`src/rtl/hex_entry_input_pkg.sv`:
```
// Shared definitions for the hex word entry block: FSM states and word geometry.
package hex_entry_input_pkg;

    typedef enum logic {
        ENTRY = 1'b0,
        FULL  = 1'b1
    } state_t;

    localparam int unsigned NIBBLES  = 4;
    localparam int unsigned NIBBLE_W = 4;
    localparam int unsigned WORD_W   = 16;

    // Shift one nibble into the low end of the word, dropping the oldest nibble.
    function automatic logic [WORD_W-1:0] shift_in(input logic [WORD_W-1:0] word,
                                                   input logic [NIBBLE_W-1:0] nib);
        return {word[WORD_W-NIBBLE_W-1:0], nib};
    endfunction

endpackage

```
`src/rtl/hex_entry_input_button_debounce.sv`:
```
// Push-button conditioner: 2-flop synchroniser, stability counter, debounced
// level and a one-cycle pulse on each accepted press (release gives no pulse).
module button_debounce #(
    parameter int unsigned DEBOUNCE_CYCLES = 50000,
    parameter int unsigned CNT_W           = 16
) (
    input  logic clk,
    input  logic rst,
    input  logic key_n,
    output logic press
);

    logic             meta;
    logic             sync;
    logic             level;
    logic [CNT_W-1:0] cnt;

    // Two-stage synchroniser; resets to the released (high) level.
    always_ff @(posedge clk or posedge rst) begin
        if (rst) begin
            meta <= 1'b1;
            sync <= 1'b1;
        end else begin
            meta <= key_n;
            sync <= meta;
        end
    end

    // Count consecutive samples that disagree with the debounced level. With a
    // 1-bit level any change either returns to the debounced level (clears) or
    // starts from a cleared count, so the equality test alone covers both cases.
    always_ff @(posedge clk or posedge rst) begin
        if (rst) begin
            cnt   <= '0;
            level <= 1'b1;
            press <= 1'b0;
        end else begin
            press <= 1'b0;
            if (sync == level) begin
                cnt <= '0;
            end else if (cnt == CNT_W'(DEBOUNCE_CYCLES - 1)) begin
                level <= sync;
                cnt   <= '0;
                press <= ~sync;
            end else begin
                cnt <= cnt + CNT_W'(1);
            end
        end
    end

endmodule

```
`src/rtl/hex_entry_input.sv`:
```
// Hex word entry from switches and buttons: each enter press shifts the
// synchronised switch nibble in; four nibbles form a word offered with valid/ack.
module hex_entry_input
    import hex_entry_input_pkg::*;
#(
    parameter int unsigned DEBOUNCE_CYCLES = 50000,
    parameter int unsigned CNT_W           = 16
) (
    input  logic                Clk,
    input  logic                Rst,
    input  logic                key_enter_n,
    input  logic                key_clear_n,
    input  logic [NIBBLE_W-1:0] sw,
    input  logic                data_ack,
    output logic [WORD_W-1:0]   DataOut,
    output logic                data_valid,
    output logic [2:0]          digit_cnt
);

    logic [NIBBLE_W-1:0] sw_meta;
    logic [NIBBLE_W-1:0] sw_sync;
    logic                enter_press;
    logic                clear_press;

    state_t              state;
    state_t              state_next;
    logic [WORD_W-1:0]   data_next;
    logic [2:0]          cnt_next;

    button_debounce #(
        .DEBOUNCE_CYCLES(DEBOUNCE_CYCLES),
        .CNT_W          (CNT_W)
    ) u_enter (
        .clk  (Clk),
        .rst  (Rst),
        .key_n(key_enter_n),
        .press(enter_press)
    );

    button_debounce #(
        .DEBOUNCE_CYCLES(DEBOUNCE_CYCLES),
        .CNT_W          (CNT_W)
    ) u_clear (
        .clk  (Clk),
        .rst  (Rst),
        .key_n(key_clear_n),
        .press(clear_press)
    );

    // Two-stage synchroniser for the switch nibble.
    always_ff @(posedge Clk or posedge Rst) begin
        if (Rst) begin
            sw_meta <= '1;
            sw_sync <= '1;
        end else begin
            sw_meta <= sw;
            sw_sync <= sw_meta;
        end
    end

    // Entry FSM state, word and digit counter registers.
    always_ff @(posedge Clk or posedge Rst) begin
        if (Rst) begin
            state     <= ENTRY;
            DataOut   <= '0;
            digit_cnt <= '0;
        end else begin
            state     <= state_next;
            DataOut   <= data_next;
            digit_cnt <= cnt_next;
        end
    end

    // Next-state logic: clear has priority over everything; in FULL the word is
    // frozen and enter presses are dropped until the CPU acknowledges.
    always_comb begin
        state_next = state;
        data_next  = DataOut;
        cnt_next   = digit_cnt;
        if (clear_press) begin
            state_next = ENTRY;
            data_next  = '0;
            cnt_next   = '0;
        end else begin
            case (state)
                ENTRY: begin
                    if (enter_press) begin
                        data_next = shift_in(DataOut, sw_sync);
                        cnt_next  = digit_cnt + 3'd1;
                        if (digit_cnt == 3'(NIBBLES - 1)) begin
                            state_next = FULL;
                        end
                    end
                end
                FULL: begin
                    if (data_ack) begin
                        state_next = ENTRY;
                        cnt_next   = '0;
                    end
                end
                default: state_next = ENTRY;
            endcase
        end
    end

    assign data_valid = (state == FULL);

endmodule
```
`config.mk`:
```
export PLATFORM = sky130hd
export DESIGN_NAME = hex_entry_input
export DESIGN_NICKNAME = d
export VERILOG_FILES = /design/src/rtl/hex_entry_input_pkg.sv /design/src/rtl/hex_entry_input_button_debounce.sv /design/src/rtl/hex_entry_input.sv
export SDC_FILE = /design/constraint.sdc
export NUM_CORES = 1
export LEC_CHECK = 0
export ABC_AREA = 1
export CELL_PAD_IN_SITES_DETAIL_PLACEMENT = 0
export CELL_PAD_IN_SITES_GLOBAL_PLACEMENT = 1
export CORE_ASPECT_RATIO = 0.6
export CORE_MARGIN = 3
export CORE_UTILIZATION = 45
export CTS_BUF_LIST = sky130_fd_sc_hd__clkbuf_8
export CTS_CLUSTER_DIAMETER = 80
export CTS_CLUSTER_SIZE = 10
export DETAILED_ROUTE_END_ITERATION = 8
export GPL_TIMING_DRIVEN = 1
export PLACE_DENSITY_LB_ADDON = 0.25
export RECOVER_POWER = 25
export SYNTH_ARGS = -nofsm -noshare
export SYNTH_HDL_FRONTEND = slang
export SYNTH_HIERARCHICAL = 1
export SYNTH_SLANG_ARGS = --single-unit
```
`constraint.sdc`:
```
create_clock -name Clk -period 1.6 [get_ports Clk]
set_input_delay 0.16 -clock Clk [delete_from_list [all_inputs] [get_ports Clk]]
set_output_delay 0.16 -clock Clk [all_outputs]
set_load 0.1 [all_outputs]
```
* After elaboration in Yosys (flattened, before gate mapping) *
Index checks and enable logic that the tools add are counted.
W data, S select, Z words.

word-level totals
  register bits = 68
  output and inout port bits = 20
  word-level logic and storage cells = 56

cells by class
  $add $sub $neg = 3
  equal/unequal tests = 8
  multiplexer cells = 20
  bitwise operators = 5
  reductions and logical operators = 5

operators by type and width
  operator                 count
  $mux W16                 7
  $add A16 B1 Y16 const B  2
  $eq A16 B16 Y1 const B   2
  $mux W3                  3
  $mux W1                  8
  $reduce_and A2 Y1        4
  $pmux W3 S2              1
  $not A1 Y1               5
  $add A3 B1 Y3 const B    1
  $eq A3 B2 Y1 const B     1
  $ne A3 B1 Y1 const B     1
  $ne A3 B2 Y1 const B     1
  $eq A1 B1 Y1             2
  $ne A2 B1 Y1 const B     1
  $pmux W1 S2              1
  $reduce_bool A2 Y1       1

* Depth between registers and ports, before layout *
Gate-level depths: netlist of the first run.

  depth after elaboration = 5
  gate-level depth with buffers = 7
  mapped depth without buffers = 7

* By module *
The synthesis of the first run kept the hierarchy.

by module, submodules not included
  module           instances  cells an instance  area each (µm²)  sequential area each (µm²)
  button_debounce  2          135                1077.3           504.2
  hex_entry_input  1          116                1153.6           710.7

* Least setup slack after synthesis of the first run *
OpenSTA, ideal clock, no wires.

  path kind = reg-to-reg
  start point = register digit_cnt[0]
  end point = register digit_cnt[2]
  setup time = 0.068 ns
  arrival time = 1.621 ns
  required time = 1.532 ns
  slack = -0.089 ns
  cell stages (with the launch flop) = 5
  path buffers = 0
  period minus slack after synthesis = 1.689 ns
  cells stage by stage = dfrtp_1 -> ha_1 -> ha_1 -> nand3b_1 -> nand2_1

between the ends
  longest elaborated chain between the ends = 4

RTL lines
  what                    RTL line               source
  start, declared         hex_entry_input.sv:17  output logic [2:0] digit_cnt
  start signal, assigned  hex_entry_input.sv:70  digit_cnt <= cnt_next;
  $add A3 B1 Y3           hex_entry_input.sv:89  cnt_next = digit_cnt + 3'd1;
  $mux W3                 hex_entry_input.sv:87  if (enter_press) begin
  $pmux W3 S2             hex_entry_input.sv:85  case (state)
  $mux W3                 hex_entry_input.sv:80  if (clear_press) begin

No other way between the ends. The select of a mux whose other input is x is not followed.
A chain may end at the register's enable or synchronous reset.

* Worst setup path in the final report of the first run *
  start point = register u_clear.cnt[0]
  end point = register u_clear.cnt[4]

between the ends
  longest elaborated chain between the ends = 3

RTL lines
  what                                                      RTL line                                                                      source
  start, declared                                           hex_entry_input_button_debounce.sv:16                                         logic [CNT_W-1:0] cnt;
  start signal, assigned                                    hex_entry_input_button_debounce.sv:46                                         cnt <= cnt + CNT_W'(1);
  $add A16 B1 Y16 / $eq A16 B16 Y1 (equally long branches)  hex_entry_input_button_debounce.sv:46, hex_entry_input_button_debounce.sv:41
  $mux W16 (*)                                              hex_entry_input_button_debounce.sv:41                                         end else if (cnt == CNT_W'(DEBOUNCE_CYCLES - 1)) begin
  $mux W16 (*)                                              hex_entry_input_button_debounce.sv:39                                         if (sync == level) begin

Mark *: on every way between the ends. The rest lies on a longest branch, timed or not.

==> results of run 1 <==
## final cells by class
cell class,count,area [um^2],share of cell area [%]
multi-input combinational,265,1350,33.4
inverter,48,185,4.58
clock inverter,7,56.3,1.39
timing repair buffer,31,495,12.3
tap,87,109,2.69
sequential,68,1720,42.6
clock buffer,9,124,3.06
## logic make-up (layout without fill, tap and decap cells)
group                      count (synthesis)  count (layout)  synth area share, %
and+or+nand+nor                          222             222                 31.1
DFF                                       68              68                 52.0
buffers and inverters                     53              95                 7.19
AOI/OAI and AO/OA                         25              25                 4.08
xor gates and xnor gates                  14              14                 4.16
adders and majority gates                  4               4                 1.51
## state kept, by name (all words and copies together) (netlist names)
| register | count |
|---|---|
| u_clear/level | 1 |
| data_valid | 1 |
| u_enter/meta | 1 |
| sw_meta | 4 |
| DataOut | 16 |
| sw_sync | 4 |
| u_clear/sync | 1 |
| digit_cnt | 3 |
| u_clear/meta | 1 |
| u_enter/level | 1 |
| u_enter/sync | 1 |
| u_enter/cnt | 16 |
| u_clear/press | 1 |
| u_clear/cnt | 16 |
| u_enter/press | 1 |
## cells in the final DEF, fill, tap and decap left out, types with 3 or more instances in the layout
cell	synthesis	layout
a21oi_1	3	3
nand3_1	26	26
xor2_1	8	8
inv_2	4	4
dlygate4sd3_1	0	6
xnor2_1	4	4
a31oi_1	4	4
dfstp_2	14	14
nand2_2	6	6
inv_1	43	43
ha_1	4	4
inv_6	1	4
buf_12	0	20
nor2_2	4	4
nor2_4	3	3
clkbuf_8	0	9
nor2_1	74	74
dfrtp_1	54	52
nand4_1	9	9
nand2_1	87	87
o21ai_0	14	14
## per-layer routing
metal	up-vias	global-route usage (%)	share of wire (%)
li1	1287	-	-
met1	1193	30.9	54
met2	83	21.4	38
met3	5	6.08	6.9
met4	0	6.23	0.98
met5	-	0	0
## worst paths after layout
path,end,slack (ns),depth (start not counted)
max in group asynchronous,u_enter/cnt[8]$_DFF_PP0_,0.39,3
worst max-delay path,u_clear/cnt[4]$_DFF_PP0_,0.18,6
min in group Clk,sw_meta[2]$_DFF_PP1_,0.34,1
worst min-delay path,DataOut[0]$_DFFE_PP0P_,0.27,3
worst max register to register,u_clear/cnt[4]$_DFF_PP0_,0.18,6
worst min register to register,sw_sync[0]$_DFF_PP1_,0.36,0
## power by group through the flow
stage               combinational [mW]  sequential [mW]  clock (mW)
finish                           0.160             1.79        1.29
global route                     0.181             1.80        1.44
CTS                              0.169             1.79        1.36
detailed placement               0.169             1.82           0
global placement                 0.167             1.82           0
floorplan                       0.0764             1.84           0
## metrics by stage
| stage | setup WS [ns] | total power, mW | std cells |
|---|---|---|---|
| final | 0.184 | 3.24 | 515 |
| after global routing | 0.0486 | 3.41 | 515 |
| after CTS | 0.184 | 3.32 | 515 |
| after detailed placement | 0.188 | 1.99 | 499 |
| after global placement | 0.242 | 1.99 | 499 |
| after floorplan | 0.0133 | 1.92 | 386 |
## critical path: cells and delay by family, from the launching register on
family        cells  cell delay [ns]
fa+ha+maj         1             0.27
flops             1             0.40
simple gates      5             0.64
==> results.cfg, run 1 <==
[status]
outcome = completed

[die]
start_util_pct = 47.9
ioPinCount = 29
dieHeight_um = 72.4
die_x_um = 117
core_mm2 = 0.00691
dieArea_mm2 = 0.00845
rows = 23

[worst_setup_path]
startpoint = u_clear/cnt[0]$_DFF_PP0_
crit_type = register to register
required_ns = 1.83
path_max_fanout = 7
path_common_cell = nand2_2
critPathSlowestCell = dfrtp_1
rr_startpoint = u_clear/cnt[0]$_DFF_PP0_
critPathMaxStageDelay_ns = 0.40
arrival_ns = 1.65
cp-end-kind = register
startpoint_type = register
crit_path_cell_trace = ha_1 > nand3_4 > nor3_2 > nand2_2 > nand2_2 > nor2_1

[finish]
post-route-util_pct = 58.5
fin_nets = 436
n_antenna_cell = 0
synthToLayoutAreaGrowth_pct = 22.2
design_area_mm2 = 0.00404
fillers = 612
drive_gt1_share_pct = 18.9

[synth]
synth.distinct_cells = 31
synthFlopType = dfrtp_1
synth_most_common_cell = nand2_1
synth_top_area_share_pct = 40.8
yosys.area.top_type = dfrtp_1
synth_edf_count = 0
async_flop_share_pct = 100
ys_ff_latch = 68
yosysSeqAreaShare_pct = 52.0
netlist_area_mm2 = 0.00331
ys_warn_count = 6
synthTopCellsByArea = dfrtp_1 41%, dfstp_2 11%, nand2_1 9.9%
syn_avg_cell_area_um2 = 8.57
syn_nets = 399
ys_top_cells_by_count = 87 x nand2_1, 74 x nor2_1, 54 x dfrtp_1, 43 x inv_1, 26 x nand3_1
synthCells = 386

[clock_tree]
htreeDepth = 3
post_cts_buffers = 0
cts_made_buffers = 9
cts_root_buffer = clkbuf_8
clock_latency_ns = 0.35
cts.sinks = 68
clk_pin_slew_worst_paths_ns = 0.08
cts_resized = 0
cts_hold_buf = 0
cts_tree = done
cts_buffer_depth = 2

[timing]
layout_min_cycle_time_ns = 1.42
finalSetupTns_ns = 0
fin_skew_ns = 0.0121
slew_violations = 0
hold_viol = 0
hold_ws_ns = 0.269
tightest_slew_ns = 1.09
relSlewSlack_pct = 27.6
report.final.setup_viol = 0
rsz0062_at_grt = false
fin_crit_sh_pct = 88.5
max_freq_ghz = 0.706

[pwr]
ir_worst_vdd_mv = 0.439
cellLeakagePower_nw = 1.91
p_per_area_mw_per_mm2 = 801
clkPwrFrac_pct = 39.8
p_seq_share_pct = 55.3
power.internal_mw = 2.40
swShare_pct = 25.9
comb_power_share_pct = 4.9
p_sw_mw = 0.840

[drt]
via_per_inst = 4.99
antenna_left = 0
drt_iter0_markers = 223
firstDrtPassIters = 5
totalWireLength_um = 6960
wire_per_inst_um = 13.5
vias = 2568
drc = 0

[global_route]
grt_pass1_vias = 2352
grt_antenna_before_repair = 0
track_usage_pct = 18.5
grt_max_degree = 29
grt_pass1_wl_um = 11800
overflow = 0

[run]
maxCapViolCount = 0

[hold_path]
hold_path_class = input port to asynchronous set/reset pin

[placed_design]
globalplace.congestion = 0.887
place_hpwl_um = 5370
io_buffers = 28
place_area_mm2 = 0.00387
Power figures use the tool's default switching activity.
==> inputs of run 2 (changes only) <==
- GPL_ROUTABILITY_DRIVEN: default -> 0
==> results of run 2 <==
Final layout, timing and power as in run 1 (identical DEF).
